File: src/rtl/div_stream_master.sv
// -----------------------------------------------------------------------------
// div_stream_master
//
// Requester side of the AXI-stream divider interface. It takes signed operand
// pairs, sends their magnitudes to the divider's dividend/divisor channels and
// re-applies the sign to each {quotient, fraction} beat that comes back.
// Results are returned in issue order through a small result FIFO.
//
// The divider's dout channel has no tready, so every beat must have a slot
// waiting for it. A credit counter (divides issued, result not yet back) plus
// the result-FIFO occupancy is therefore held at or below DEPTH.
//
// Configuration macro: DIV_ZERO_FLAG_EN
//   defined   : divisor==0 is flagged in the sign tag. Such results are
//               replaced by 0x7FFF_FFFF (dividend >= 0) or 0x8000_0000
//               (dividend < 0), and res_divzero is raised with them.
//   undefined : no zero detection. The divider output passes through and
//               res_divzero is tied to 0.
//
// Ports
//   aclk, areset             clock; synchronous active-high reset
//   op_valid/op_ready        operand pair handshake
//   op_dividend, op_divisor  signed operands (DATA_W)
//   m_axis_dividend_*        dividend magnitude channel to the divider
//   m_axis_divisor_*         divisor magnitude channel to the divider
//   s_axis_dout_*            {quotient, fraction} magnitude, no backpressure
//   res_valid/res_ready      result FIFO head handshake
//   res_data, res_divzero    signed result (2*DATA_W) and divide-by-zero flag
//   busy                     credits outstanding or result FIFO non-empty
// -----------------------------------------------------------------------------
module div_stream_master #(
  parameter int DATA_W = 16,
  parameter int DEPTH  = 4
) (
  input  logic                  aclk,
  input  logic                  areset,
  input  logic                  op_valid,
  output logic                  op_ready,
  input  logic [DATA_W-1:0]     op_dividend,
  input  logic [DATA_W-1:0]     op_divisor,
  output logic [DATA_W-1:0]     m_axis_dividend_tdata,
  output logic                  m_axis_dividend_tvalid,
  input  logic                  m_axis_dividend_tready,
  output logic [DATA_W-1:0]     m_axis_divisor_tdata,
  output logic                  m_axis_divisor_tvalid,
  input  logic                  m_axis_divisor_tready,
  input  logic [2*DATA_W-1:0]   s_axis_dout_tdata,
  input  logic                  s_axis_dout_tvalid,
  output logic                  res_valid,
  input  logic                  res_ready,
  output logic [2*DATA_W-1:0]   res_data,
  output logic                  res_divzero,
  output logic                  busy
);

  localparam int RES_W = 2 * DATA_W;
  localparam int PTR_W = $clog2(DEPTH);
  localparam int CNT_W = $clog2(DEPTH + 1);
  localparam int OCC_W = CNT_W + 1;
`ifdef DIV_ZERO_FLAG_EN
  // Tag = {divisor_zero, dividend_negative, result_sign}
  localparam int TAG_W = 3;
  localparam int RF_W  = RES_W + 1;
`else
  // Tag = {result_sign}
  localparam int TAG_W = 1;
  localparam int RF_W  = RES_W;
`endif

  typedef enum logic [1:0] {
    S_IDLE  = 2'd0,
    S_ISSUE = 2'd1,
    S_FULL  = 2'd2
  } state_t;

  function automatic logic [DATA_W-1:0] magnitude(input logic [DATA_W-1:0] x);
    // The most negative value maps onto itself and is read as unsigned.
    return x[DATA_W-1] ? (~x + DATA_W'(1)) : x;
  endfunction

  state_t              state_q, state_d;
  logic [CNT_W-1:0]    credits_q, credits_d;
  logic [CNT_W-1:0]    fifo_cnt_q, fifo_cnt_d;
  logic [OCC_W-1:0]    occ, occ_next;
  logic [1:0]          ign_cnt_q;
  logic                dvd_vld_q, dvs_vld_q;
  logic [DATA_W-1:0]   dvd_data_q, dvs_data_q;
  logic                err_unexp_q;

  logic [TAG_W-1:0]    tag_mem [DEPTH];
  logic [PTR_W-1:0]    tag_wr_ptr_q, tag_rd_ptr_q;
  logic [TAG_W-1:0]    tag_in, tag_head;

  logic [RF_W-1:0]     res_mem [DEPTH];
  logic [PTR_W-1:0]    res_wr_ptr_q, res_rd_ptr_q;
  logic [RF_W-1:0]     res_word;
  logic [RES_W-1:0]    res_val;

  logic op_fire, issue_done, dout_live, dout_hit, dout_unexp, res_pop;

  // ---------------------------------------------------------------------------
  // Handshake decode
  // ---------------------------------------------------------------------------
  assign occ       = OCC_W'(credits_q) + OCC_W'(fifo_cnt_q);
  assign occ_next  = OCC_W'(credits_d) + OCC_W'(fifo_cnt_d);

  // ign_cnt_q starts at 3 on reset: op_ready stays low for the first cycle
  // after release and dout beats are dropped while it is non-zero.
  assign op_ready  = (state_q == S_IDLE) && (ign_cnt_q != 2'd3) &&
                     (occ < OCC_W'(DEPTH));
  assign op_fire   = op_valid && op_ready;

  // A channel that already completed its handshake counts as done.
  assign issue_done = (state_q == S_ISSUE) &&
                      (!dvd_vld_q || m_axis_dividend_tready) &&
                      (!dvs_vld_q || m_axis_divisor_tready);

  assign dout_live  = s_axis_dout_tvalid && (ign_cnt_q == 2'd0);
  assign dout_hit   = dout_live && (credits_q != '0);
  assign dout_unexp = dout_live && (credits_q == '0);
  assign res_pop    = res_valid && res_ready;

  always_comb begin
    credits_d = credits_q;
    if (issue_done && !dout_hit)      credits_d = credits_q + CNT_W'(1);
    else if (!issue_done && dout_hit) credits_d = credits_q - CNT_W'(1);
  end

  always_comb begin
    fifo_cnt_d = fifo_cnt_q;
    if (dout_hit && !res_pop)      fifo_cnt_d = fifo_cnt_q + CNT_W'(1);
    else if (!dout_hit && res_pop) fifo_cnt_d = fifo_cnt_q - CNT_W'(1);
  end

  // ---------------------------------------------------------------------------
  // FSM next state
  // ---------------------------------------------------------------------------
  // NOTE: every signal written in an always_comb gets a default first, so no
  // path can leave it unassigned and infer a latch.
  always_comb begin
    state_d = state_q;
    unique case (state_q)
      S_IDLE:  if (op_fire) state_d = S_ISSUE;
      S_ISSUE: if (issue_done)
                 state_d = (occ_next == OCC_W'(DEPTH)) ? S_FULL : S_IDLE;
      S_FULL:  if (dout_hit || res_pop) state_d = S_IDLE;
      default: state_d = S_IDLE;
    endcase
  end

  // ---------------------------------------------------------------------------
  // Sign tag and result shaping
  // ---------------------------------------------------------------------------
  always_comb begin
    tag_in = '0;
`ifdef DIV_ZERO_FLAG_EN
    tag_in = {(op_divisor == '0), op_dividend[DATA_W-1],
              op_dividend[DATA_W-1] ^ op_divisor[DATA_W-1]};
`else
    tag_in = op_dividend[DATA_W-1] ^ op_divisor[DATA_W-1];
`endif
  end

  assign tag_head = tag_mem[tag_rd_ptr_q];

  always_comb begin
    // Two's complement negate across the full {quotient, fraction} word.
    res_val = tag_head[0] ? (~s_axis_dout_tdata + RES_W'(1)) : s_axis_dout_tdata;
`ifdef DIV_ZERO_FLAG_EN
    if (tag_head[2])
      res_val = tag_head[1] ? {1'b1, {(RES_W-1){1'b0}}} : {1'b0, {(RES_W-1){1'b1}}};
    res_word = {tag_head[2], res_val};
`else
    res_word = res_val;
`endif
  end

  // ---------------------------------------------------------------------------
  // Control registers
  // ---------------------------------------------------------------------------
  // NOTE: sequential state uses non-blocking assignments only, so every
  // register samples the values from before the edge regardless of order.
  always_ff @(posedge aclk) begin
    if (areset) begin
      state_q      <= S_IDLE;
      credits_q    <= '0;
      fifo_cnt_q   <= '0;
      ign_cnt_q    <= 2'd3;
      dvd_vld_q    <= 1'b0;
      dvs_vld_q    <= 1'b0;
      dvd_data_q   <= '0;
      dvs_data_q   <= '0;
      tag_wr_ptr_q <= '0;
      tag_rd_ptr_q <= '0;
      res_wr_ptr_q <= '0;
      res_rd_ptr_q <= '0;
      err_unexp_q  <= 1'b0;
    end else begin
      state_q    <= state_d;
      credits_q  <= credits_d;
      fifo_cnt_q <= fifo_cnt_d;
      if (ign_cnt_q != 2'd0) ign_cnt_q <= ign_cnt_q - 2'd1;

      if (op_fire) begin
        dvd_vld_q    <= 1'b1;
        dvs_vld_q    <= 1'b1;
        dvd_data_q   <= magnitude(op_dividend);
        dvs_data_q   <= magnitude(op_divisor);
        tag_wr_ptr_q <= tag_wr_ptr_q + PTR_W'(1);
      end else begin
        if (dvd_vld_q && m_axis_dividend_tready) dvd_vld_q <= 1'b0;
        if (dvs_vld_q && m_axis_divisor_tready)  dvs_vld_q <= 1'b0;
      end

      if (dout_hit) begin
        tag_rd_ptr_q <= tag_rd_ptr_q + PTR_W'(1);
        res_wr_ptr_q <= res_wr_ptr_q + PTR_W'(1);
      end
      if (res_pop) res_rd_ptr_q <= res_rd_ptr_q + PTR_W'(1);

      if (dout_unexp) err_unexp_q <= 1'b1;
    end
  end

  // NOTE: FIFO storage is deliberately left without reset; the pointers and
  // count decide what is valid, and the outputs are gated while empty.
  always_ff @(posedge aclk) begin
    if (op_fire)  tag_mem[tag_wr_ptr_q] <= tag_in;
    if (dout_hit) res_mem[res_wr_ptr_q] <= res_word;
  end

  // ---------------------------------------------------------------------------
  // Outputs
  // ---------------------------------------------------------------------------
  assign m_axis_dividend_tdata  = dvd_data_q;
  assign m_axis_dividend_tvalid = dvd_vld_q;
  assign m_axis_divisor_tdata   = dvs_data_q;
  assign m_axis_divisor_tvalid  = dvs_vld_q;

  assign res_valid = (fifo_cnt_q != '0);
  assign res_data  = res_valid ? res_mem[res_rd_ptr_q][RES_W-1:0] : '0;
`ifdef DIV_ZERO_FLAG_EN
  assign res_divzero = res_valid && res_mem[res_rd_ptr_q][RES_W];
`else
  assign res_divzero = 1'b0;
`endif
  assign busy = (credits_q != '0) || (fifo_cnt_q != '0);

  // A dout beat with nothing outstanding means the divider and this block
  // disagree about what is in flight.
  unexpected_dout_beat: assert property (@(posedge aclk) disable iff (areset)
                                         !err_unexp_q);

endmodule
File: config.mk
export PLATFORM = sky130hd
export DESIGN_NAME = div_stream_master
export DESIGN_NICKNAME = d
export VERILOG_FILES = /design/src/rtl/div_stream_master.sv
export SDC_FILE = /design/constraint.sdc
export NUM_CORES = 1
export LEC_CHECK = 0
export ABC_AREA = 1
export BUFFER_PORTS_ARGS = -buffer_cell sky130_fd_sc_hd__clkbuf_2
export CAP_MARGIN = 15
export CORE_MARGIN = 10
export CORE_UTILIZATION = 55
export CTS_CLUSTER_SIZE = 8
export DETAILED_ROUTE_END_ITERATION = 8
export GPL_ROUTABILITY_DRIVEN = 0
export PLACE_DENSITY_LB_ADDON = 0.2
export SLEW_MARGIN = 25
export SYNTH_ARGS = -nofsm -noshare
export SYNTH_HDL_FRONTEND = slang
export SYNTH_SLANG_ARGS = --single-unit
File: constraint.sdc
create_clock -name aclk -period 3.9 [get_ports aclk]
set_clock_uncertainty 0.05 [all_clocks]
set_input_delay 0.195 -clock aclk [delete_from_list [all_inputs] [get_ports aclk]]
set_output_delay 0.195 -clock aclk [all_outputs]
set_load 0.05 [all_outputs]
Word level (Yosys, flattened, before mapping). Memory sizes are Yosys's and may differ from the RTL's. A register that Yosys moved wholly into a read port is not among the register bits. Cells that the tools add are included.

Equal/unequal tests: 7. Reductions and logical operators: 31. Magnitude comparators: 1. Bitwise operators: 4. Muxes and demuxes: 25. $add $sub $neg: 14.

Operators by type and width (count): 2-to-1 mux 32 bit (2); adder 16 x 1 -> 16 bit (second input constant) (2); adder 32 x 1 -> 32 bit (second input constant) (1); 2-to-1 mux 16 bit (2); inverter 16 bit (2); inverter 32 bit (1); 2-to-1 mux 2 bit (8); logical AND 1 bit (14); 2-to-1 mux 3 bit (4); adder 2 x 1 -> 2 bit (second input constant) (4); adder 3 x 3 -> 4 bit (2); 2-to-1 mux 1 bit (8); != test 2 bit (second input constant) (4); adder 3 x 1 -> 3 bit (second input constant) (2); case mux 2 bit (3 select lines) (1); nonzero test 2 bit (3); nonzero test 3 bit (2); subtractor 3 x 1 -> 3 bit (second input constant) (2); zero test 1 bit (5); equality test 4 x 3 -> 1 bit (second input constant) (1); zero test 2 bit (2); logical OR 1 bit (4); < comparator 4 x 3 -> 1 bit (second input constant) (1); AND reduction 3 bit (1); other kinds (4) (4).

Memory bits (writable): 132. Output and inout port bits: 70. Memories kept: 2. Register bits: 52.

Memory list: res_mem (depth 4, width 32, read ports 1, clocked after memory_dff 1, wr ports 1, line 94) `logic [RF_W-1:0] res_mem [DEPTH];`; tag_mem (depth 4, width 1, read ports 1, clocked after memory_dff 1, wr ports 1, line 90) `logic [TAG_W-1:0] tag_mem [DEPTH];`.

Logic depth before layout (Yosys ltp).
Word-level depth: 13. Gate-level depth with buffers: 17. Depth with buffers taken out: 17.

Worst setup path after synthesis. No wires, ideal clock.

Path kind: register to register. Start: register fifo_cnt_q[0]. End: register state_q[1]. Required time: 3.738 ns. Clock period less this slack: 2.897 ns. Cell stages (with the launch flop): 18. Path slack: 1.003 ns. Setup time: 0.112 ns. Arrival time: 2.735 ns. Cells stage by stage: dfxtp_1 inv_1 ha_1 nand2_1 nand2_1 inv_1 nand2_1 nand2_1 xor2_1 inv_1 ha_1 inv_1 fa_1 nor3b_1 o211ai_1 a21oi_1 nor2_1 nor2_1.

Longest elaborated chain between the ends: 10. Elaborated cells between the ends (all ways): 22. Classes of those cells: add/sub (4); order compare (1); eq/ne (3); mux (5); reduce/logical (9).

Ends and longest elaborated chain: start, declared (line 83) `logic [CNT_W-1:0] fifo_cnt_q, fifo_cnt_d;`; start signal, assigned (line 201) `fifo_cnt_q <= fifo_cnt_d;`; nonzero test 3 bit (*) (line 240) `assign res_valid = (fifo_cnt_q != '0);`; named net res_valid (line 49) `output logic res_valid,`; logical AND 1 bit (*) (line 121) `assign res_pop = res_valid && res_ready;`; logical AND 1 bit or zero test 1 bit (tied branches) (line 132, 131); 2-to-1 mux 3 bit or logical AND 1 bit (tied branches) (line 132, 131); 2-to-1 mux 3 bit (*) (line 131) `if (dout_hit && !res_pop) fifo_cnt_d = fifo_cnt_q + CNT_W'(1);`; named net fifo_cnt_d[0] (line 83); adder 3 x 3 -> 4 bit (*) (line 105) `assign occ_next = OCC_W'(credits_d) + OCC_W'(fifo_cnt_d);`; equality test 4 x 3 -> 1 bit (*) (line 145) `state_d = (occ_next == OCC_W'(DEPTH)) ? S_FULL : S_IDLE;`; 2-to-1 mux 2 bit (*) (line 145); 2-to-1 mux 2 bit (*) (line 144) `S_ISSUE: if (issue_done)`; case mux 2 bit (3 select lines) (*) (line 142) `unique case (state_q)`; end signal, assigned (line 199) `state_q <= state_d;`; end, declared (line 81) `state_t state_q, state_d;`.

The timed path passes the listed nets; every way through them passes the cells marked *. The select of a mux whose other input is x is not followed. A chain may end at the register's enable or synchronous reset.

==> summary.md <==
| Metric | Value |
|---|---|
| Hold Crit Class | input port to flop |
| Die X | 151 um |
| Max Slew Vio Count | 0 |
| Setup Total Neg Slack | 0 ns |
| Port Buf Inserts | 139 |
| Router iterations before antenna repair | 5 |
| Initial antenna violation count | 3 |
| Post-Route WL | 22,400 um |
| Library cells used by synthesis | 38 |
| CTS sink cnt | 188 |
| Core area | 17,100 sq um |
| CTS tree | done |
| Met2 Track Usage GR | 33.8% |
| #FFs+latches synth | 188 |
| Worst Setup End Kind | flop |
| Area post-placement | 10,400 sq um |
| Die Y | 151 um |
| Routed WL per cell | 15.0 um |
| Final setup fails | 0 |
| Antenna viol nets, final | 0 |
| DRT iter0 DRCs | 519 |
| Fin. Hold Viols | 0 |
| Gr ovfl total | 0 |
| Nets@finish | 1,354 |
| Rows | 48 |
| Final instance area | 10,900 sq um |
| Syn. warnings | 0 |
| Slew margin rel. | 42.0% |
| Final non-filler cell total | 1,493 |
| Clock Latency Late Sink | 0.43 ns |
| Layout cells sized above 1 | 15.4% |
| Max-cap violations | 0 |
| Clock slew at reported path FFs | 0.07 ns |
| Initial Utilization | 55.5% |
| P&R area growth vs syn | 15.0% |
| Seq/Total Area, Yosys | 53.5% |
| Total track usage | 19.9% |
| M1 GR Usage | 23.6% |
| First-pass GRT wire length | 35,900 um |
| Hpwl dp | 15,500 um |
| Static leakage | 4.68 nW |
| Largest net degree at the start of global routing | 65 |
| H-tree depth | 4 |
| Mapped Cells | 1,124 |
| Vias in the first global route | 7,369 |
| Pwr dens | 644 nW/um^2 |
| Synth Net Count | 1,224 |
| Post-Syn Area | 9510 sq um |
| IO Count | 141 |
| Fmax | 0.334 GHz |
| Total power | 7.05 mW |
| DRC viols | 0 |
| Peak supply drop | 0.332 mV |
| TritonCTS buffer count | 17 |
| Largest fanout on the critical path | 10 |
| Worst Tran Pin Value | 0.868 ns |
| Mean post-synth cell area | 8.46 sq um |
| Via density | 5.13 |
| Critical Path RT | 4.22 ns |
| Post-CTS resize count | 0 |
| Critical Path AT | 3.31 ns |
| CTS max path bufs | 2 |
| DIE AREA | 22,900 sq um |
| Minimum clock period | 2.99 ns |
| Crit path launch type | flop |
| Final period util | 76.8% |
| GRT Max-Usage Layer | met2 |
| Dpl cells | 1,453 |
| GR Util met3 | 6.33% |
| Setup Fix Bufs, Post-CTS | 0 |
| Vias | 7,659 |
| Root Buffer | clkbuf_16 |
| RSZ-0062 raised after global routing | no |
| WS Path Type | flop to flop |
| Status | complete, no violations |
==> report_power, final <==
part           internal (mW)  switching [mW]  total [mW]
clock                  0.807           0.700        1.51
combinational          0.706            2.38        3.08
sequential              2.37          0.0917        2.46
==> synthesized netlist by cell type (all sizes together) <==
library cell  instances  share of area [%]
nor2                263                 11
buf                  22                1.4
clkbuf               22               0.87
inv                 110                4.3
clkinv                2               0.13
nor3b                 1              0.079
dfxtp                56                 12
o21bai                1              0.079
nand2               178                7.2
nand3                64                3.4
xnor2                 5               0.46
a21oi                74                3.9
nor3                  4               0.21
nand3b                2               0.16
ha                   28                3.7
edfxtp              132                 42
a211oi                1              0.079
o31ai                 1              0.079
conb                  1              0.039
a31oi                 1              0.066
fa                    1               0.21
xor2                 26                2.4
o211ai                2               0.16
o21ai               119                6.3
nand4                 7               0.46
or2                   1              0.066
==> cell usage in the layout, fill, tap and decap left out, types with 2 or more instances in the layout <==
cell / netlist / final
o211ai_1: 2 / 2
buf_4: 2 / 9
dlygate4sd3_1: 0 / 7
inv_1: 108 / 108
ha_1: 28 / 28
clkinv_1: 1 / 4
o21ai_1: 15 / 15
inv_2: 2 / 2
clkinvlp_4: 0 / 4
xnor2_1: 5 / 5
nor2_1: 256 / 251
nand2_1: 175 / 175
a21oi_1: 74 / 74
clkbuf_1: 22 / 3
clkinv_4: 1 / 2
clkbuf_2: 0 / 139
nand2_2: 2 / 2
xor2_1: 26 / 26
inv_6: 0 / 2
nand4_1: 7 / 7
o21ai_0: 103 / 103
diode_2: 0 / 2
nor3_1: 4 / 4
clkbuf_16: 0 / 17
nor2_4: 4 / 4
edfxtp_1: 132 / 132
dfxtp_1: 56 / 55
nand3b_1: 2 / 2
nor2_2: 3 / 8
nand3_1: 63 / 63
==> layout make-up <==
| type | instances | area (sq um) |
|---|---|---|
| Tap cell | 225 | 282 |
| Clock inverter | 11 | 72.6 |
| Inverter | 112 | 425 |
| Fill cell | 1480 | 6180 |
| Multi-Input combinational cell | 780 | 3790 |
| Antenna cell | 2 | 5.00 |
| Timing Repair Buffer | 155 | 833 |
| Sequential cell | 188 | 5090 |
| Clock buffer | 20 | 437 |
==> flip-flops by register name, indices dropped and copies added, names as in the netlist, named ones only <==
register / count
credits_q: 2
fifo_cnt_q: 3
ign_cnt_q: 2
m_axis_dividend_tdata: 16
m_axis_dividend_tvalid: 1
m_axis_divisor_tdata: 16
m_axis_divisor_tvalid: 1
res_mem: 128
res_rd_ptr_q: 2
res_wr_ptr_q: 2
state_q: 2
tag_mem: 4
tag_rd_ptr_q: 2
tag_wr_ptr_q: 2
==> layer usage <==
layer	share of wire [%]	routed length, um
met5	0.054	12
met1	42	9480
met3	8.3	1870
met4	1.1	253
met2	48	10800
==> cells by family (layout without fill, tap and decap cells) <==
kind of cell,after synthesis,in the layout,share of synthesized area (%)
simple gates,520,520,22.3
compound gates,199,199,10.7
flops,188,188,53.5
buf+inv,156,298,6.73
xor+xnor,31,31,2.86
fa+ha+maj,29,29,3.90
other cells,1,3,0.0394
==> path summary, 6_finish.rpt <==
path	startpoint	end	slack [ns]	cells past startpoint
worst max register to register	flop	state_q[1]	0.91	15
worst max-delay path	flop	state_q[1]	0.91	15
worst min register to register	res_rd_ptr_q[0]	flop	0.42	1
worst min-delay path	op_divisor[14]	m_axis_divisor_tdata[15]	0.02	4
==> through the flow <==
step	util, %	hold slack [ns]	setup slack (ns)
6_report	63.9	0.0230	0.906
5_1_grt	63.9	0.0308	0.601
4_1_cts	63.9	0.0126	0.894
3_5_place_dp	60.5	0.411	0.911
3_3_place_gp	60.5	0.403	0.970
2_1_floorplan	-	0.244	1.00
==> repair_timing <==
item / in CTS / in global routing
hold buffers: 7 / 0
hold endpoints to repair: 10 / 0
endpoints found under the setup margin: 0 / 0
==> critical path, stage by stage (launching register included) <==
cell	delay [ns]
dfxtp_1	0.39
inv_1	0.10
ha_1	0.19
nand2_1	0.09
nand3_2	0.24
ha_1	0.29
nor2_1	0.11
xor2_1	0.21
ha_1	0.20
inv_1	0.06
fa_1	0.47
nor3b_1	0.18
o211ai_1	0.11
a21oi_1	0.13
nor2_1	0.06
nor2_1	0.07
(Power assumes the default switching activity.)
